==> src/rtl/override_release_reg.sv <==
// Register cell with a normal write path and an override path that pins it to a live source.
// Optional OVR_WRITE_SHADOW_EN: on release, replay the last write that was dropped while overridden.
module override_release_reg #(
  parameter int WIDTH = 32,
  parameter int BLK_W = 8
) (
  input  logic             clk,
  input  logic             reset,
  input  logic             wr_en,
  input  logic [WIDTH-1:0] wr_data,
  input  logic             assign_req,
  input  logic             deassign_req,
  input  logic             ovr_src_sel,
  input  logic [WIDTH-1:0] ovr_data,
  output logic [WIDTH-1:0] value,
  output logic             overridden,
  output logic             ack,
  output logic             err,
  output logic [BLK_W-1:0] blocked_cnt
);
  typedef enum logic {FREE = 1'b0, HELD = 1'b1} state_t;

  state_t           r_state, w_state_nxt;
  logic [WIDTH-1:0] r_cnt, r_value, w_src, w_new_src, w_rel_data;
  logic [BLK_W-1:0] r_blk;
  logic             r_sel, r_ack, r_err;
  logic             w_ack, w_err, w_drop, w_load_new, w_track, w_wr, w_release, w_rel_load;

  // Tracking uses the latched selection; a fresh assign uses the requested one.
  assign w_src     = r_sel ? ovr_data : r_cnt;
  assign w_new_src = ovr_src_sel ? ovr_data : r_cnt;

  always_ff @(posedge clk) begin
    if (reset) r_state <= FREE;
    else       r_state <= w_state_nxt;
  end

  always_comb begin
    w_state_nxt = r_state;
    case (r_state)
      FREE:    if (assign_req)   w_state_nxt = HELD;
      HELD:    if (deassign_req) w_state_nxt = FREE;
      default: w_state_nxt = FREE;
    endcase
  end

  always_comb begin
    w_ack      = 1'b0;
    w_err      = 1'b0;
    w_drop     = 1'b0;
    w_load_new = 1'b0;
    w_track    = 1'b0;
    w_wr       = 1'b0;
    w_release  = 1'b0;
    case (r_state)
      FREE: begin
        if (assign_req) begin
          w_ack      = 1'b1;
          w_load_new = 1'b1;
          w_drop     = wr_en;
        end else begin
          w_wr  = wr_en;
          w_err = deassign_req;
        end
      end
      HELD: begin
        w_drop = wr_en;
        if (deassign_req) begin
          w_ack     = 1'b1;
          w_release = 1'b1;
        end else if (assign_req) begin
          w_ack      = 1'b1;
          w_load_new = 1'b1;
        end else begin
          w_track = 1'b1;
        end
      end
      default: ;
    endcase
  end

`ifdef OVR_WRITE_SHADOW_EN
  logic [WIDTH-1:0] r_shadow;
  logic             r_shadow_vld;

  // A write coincident with the release is the newest dropped write, so it wins.
  assign w_rel_load = w_release & (w_drop | r_shadow_vld);
  assign w_rel_data = w_drop ? wr_data : r_shadow;

  always_ff @(posedge clk) begin
    if (reset) begin
      r_shadow     <= '0;
      r_shadow_vld <= 1'b0;
    end else if (w_release) begin
      r_shadow_vld <= 1'b0;
    end else if (w_drop) begin
      r_shadow     <= wr_data;
      r_shadow_vld <= 1'b1;
    end
  end
`else
  assign w_rel_load = 1'b0;
  assign w_rel_data = r_value;
`endif

  always_ff @(posedge clk) begin
    if (reset) begin
      r_cnt   <= '0;
      r_value <= '0;
      r_blk   <= '0;
      r_sel   <= 1'b0;
      r_ack   <= 1'b0;
      r_err   <= 1'b0;
    end else begin
      r_cnt <= r_cnt + WIDTH'(1);
      r_ack <= w_ack;
      r_err <= w_err;
      if (w_load_new) r_sel <= ovr_src_sel;
      if (w_load_new)      r_value <= w_new_src;
      else if (w_track)    r_value <= w_src;
      else if (w_wr)       r_value <= wr_data;
      else if (w_rel_load) r_value <= w_rel_data;
      if (w_drop && r_blk != {BLK_W{1'b1}}) r_blk <= r_blk + BLK_W'(1);
    end
  end

  assign value       = r_value;
  assign overridden  = (r_state == HELD);
  assign ack         = r_ack;
  assign err         = r_err;
  assign blocked_cnt = r_blk;
endmodule

==> config.mk <==
export PLATFORM = sky130hd
export DESIGN_NAME = override_release_reg
export DESIGN_NICKNAME = d
export VERILOG_FILES = /design/src/rtl/override_release_reg.sv
export SDC_FILE = /design/constraint.sdc
export NUM_CORES = 1
export LEC_CHECK = 0
export CAP_MARGIN = 5
export CELL_PAD_IN_SITES_DETAIL_PLACEMENT = 1
export CELL_PAD_IN_SITES_GLOBAL_PLACEMENT = 1
export CORE_MARGIN = 2
export CORE_UTILIZATION = 52
export CTS_BUF_LIST = sky130_fd_sc_hd__clkbuf_8
export CTS_CLUSTER_SIZE = 10
export DETAILED_ROUTE_END_ITERATION = 10
export DONT_BUFFER_PORTS = 1
export GPL_TIMING_DRIVEN = 0
export PLACE_DENSITY_LB_ADDON = 0.08
export SETUP_SLACK_MARGIN = 0.1
export SYNTH_ARGS = -nofsm -noshare
export SYNTH_HDL_FRONTEND = slang
export SYNTH_SLANG_ARGS = --single-unit
==> constraint.sdc <==
create_clock -name clk -period 3.4 [get_ports clk]
set_input_delay 0.34 -clock clk [delete_from_list [all_inputs] [get_ports clk]]
set_output_delay 0.34 -clock clk [all_outputs]
set_load 0.005 [all_outputs]
==> metrics.cfg <==
[sta]
tightest_slew_ns=0.811
max_slew_margin_pct=45.9
rsz0062_at_grt=no
layout_min_cycle_time_ns=2.36
setup_tns_ns=0
slew_violations=0
fin_crit_sh_pct=69.4
hold_viol_final=0
fmax_mhz=424
clock_skew_ns=0.00798
fin_hold_ws_ns=0.220
setup_viol=0

[cells_and_area]
fin_area_sq_um=5030
syn_to_final_growth_pct=8.30
antenna_cells=0
nets=673
drive_above_1_share_pct=5.12

[pwr]
power.density_nw_per_um2=430
power.leakage_nw=1.68
finalPower_mw=2.16
ir_drop_v=0.000173

[floorplan]
die_y_um=98.5
start_util_pct=53.5
die-width_um=98.5
die-area_sq_um=9710
boundaryPins=113
coreArea_sq_um=8680
rows=34

[yosys]
yosys.area.top_type_share_pct=32.7
syn-num-nets=662
synth_common_cells=82 x a21oi_1, 77 x nand2_1, 76 x dfxtp_1, 66 x mux2i_1, 42 x clkbuf_1
synth_area_per_cell_sq_um=7.87
synth_warnings=0
ys_ff_latch=76
synth.most_common_cell=a21oi_1
synth.distinct_cells=37
async_flop_share_pct=0
yosysTopAreaCell=dfxtp_1
synth-seq-area-share_pct=32.7
synth_edf_count=0
synthFlopType=dfxtp_1
synth_area_leaders=dfxtp_1 33%, mux2i_1 14%, a21oi_1 8.8%, nand2_1 6.2%, a221oi_1 6.0%
netlist_area_sq_um=4650
syn_inst=590

[clocking]
tritoncts=done
h-tree-depth=3
path_clk_slew_ns=0.08
root_buffer=clkbuf_8
postCtsResizedCells=0
clockBufferDepth=2
cts_sinks=76
hold_buffers=0
insertion_delay_ns=0.36
numCtsBuffers=9
cts_setup_buffers=0

[critical_path]
worstPathArrival_ns=2.65
endpoint_kind=flop
start_kind=flop
rrSetupSlack_ns=1.04
cp_max_fo=10
crit_type=reg2reg
critical_path_required_ns=3.69

[grt]
antenna_found_initial=0
grt_pass1_vias=4888
grtUsageTotal_pct=32.0
gr-total-overflow=0
grt_max_degree=13
grt_first_pass_wirelength_um=24900

[placement]
post-dp-hpwl_um=11100
portBuffers=0
globalplace.congestion=0.822
place_area_sq_um=4780

[detailed_routing]
first_iter_violations=177
drt_wl_total_um=15700
via_per_inst=6.66
postRouteAntennaNets=0
wire_per_inst_um=22.0
drc=0
routed-via-count=4754
dr.pass1.iters=4

[hold_path]
min_path_type=in2reg

[run_status]
outcome=complete, no violations

[job]
maxCapViolCount=0

-- state kept, by name, summed over array words and instances, names as in the netlist --
register     count
ack              1
blocked_cnt      8
err              1
overridden       1
r_cnt           32
r_sel            1
value           32
-- worst max-delay path: stages, from the launching register on --
cell and delay (ns):
dfxtp_1 0.48, ha_1 0.30, nand4_1 0.19, or4_4 0.62, buf_2 0.22, or3_1 0.36
a21oi_1 0.13
-- cell families (layout without fill, tap and decap cells) --
| kind of cell | count (synthesis) | after routing | share of synthesized area (%) |
|---|---|---|---|
| xor+xnor | 18 | 18 | 3.39 |
| buf+inv | 59 | 75 | 5.12 |
| compound gates | 168 | 168 | 21.5 |
| mux | 68 | 68 | 14.7 |
| simple gates | 199 | 199 | 21.9 |
| flops | 76 | 76 | 32.7 |
| fa+ha+maj | 2 | 2 | 0.539 |
-- metrics by stage --
step,setup slack [ns],std cells,utilization [%]
2_1_floorplan,1.41,590,-
3_3_place_gp,1.12,698,55.1
3_5_place_dp,1.10,698,55.1
4_1_cts,1.05,714,58.0
5_1_grt,0.921,714,58.0
6_report,1.04,714,58.0
-- power breakdown --
group | total, mW | internal, mW | switching, mW
Clock | 0.876 | 0.524 | 0.351
Sequential | 0.971 | 0.934 | 0.0373
Combinational | 0.314 | 0.119 | 0.195
Total | 2.16 | 1.58 | 0.583
-- final timing paths --
path,from,end,depth (start not counted)
worst max-delay path,r_cnt[1],r_cnt[20],6
worst min-delay path,reset,r_cnt[26],2
worst max register to register,r_cnt[1],r_cnt[20],6
worst min register to register,value[4],value[4],2
-- layout by cell type, fill, tap and decap left out, drive strengths merged, types with 3 or more instances in the layout --
cell type	netlist	layout
a21oi	82	82
nand2	77	77
dfxtp	76	76
mux2i	66	66
clkbuf	43	54
o21ai	40	40
nor2b	35	35
a221oi	32	32
nor2	29	29
xnor2	13	13
inv	9	10
nand3	10	10
nand4	10	10
or4	10	10
o31ai	8	8
buf	7	7
and4	7	7
or3	6	6
nor3	5	5
xor2	5	5
nor4	4	4
bufinv	0	3
-- final cells by class --
type / count / area [sq um]
fill: 1117 / 3650
multi-input combinational: 455 / 2890
sequential: 76 / 1520
buffer: 50 / 204
clock buffer: 11 / 151
tap: 108 / 135
clock inverter: 5 / 98.8
inverter: 9 / 33.8
-- routing by layer --
layer  routed length (um)  track usage (%)  up-vias
li1                     -                -     2165
met1                 6210             37.0     2390
met2                 8060             57.0      156
met3                  908             7.09       43
met4                  545             13.1        0
met5                    0                0        -
Power figures use the tool's default switching activity.
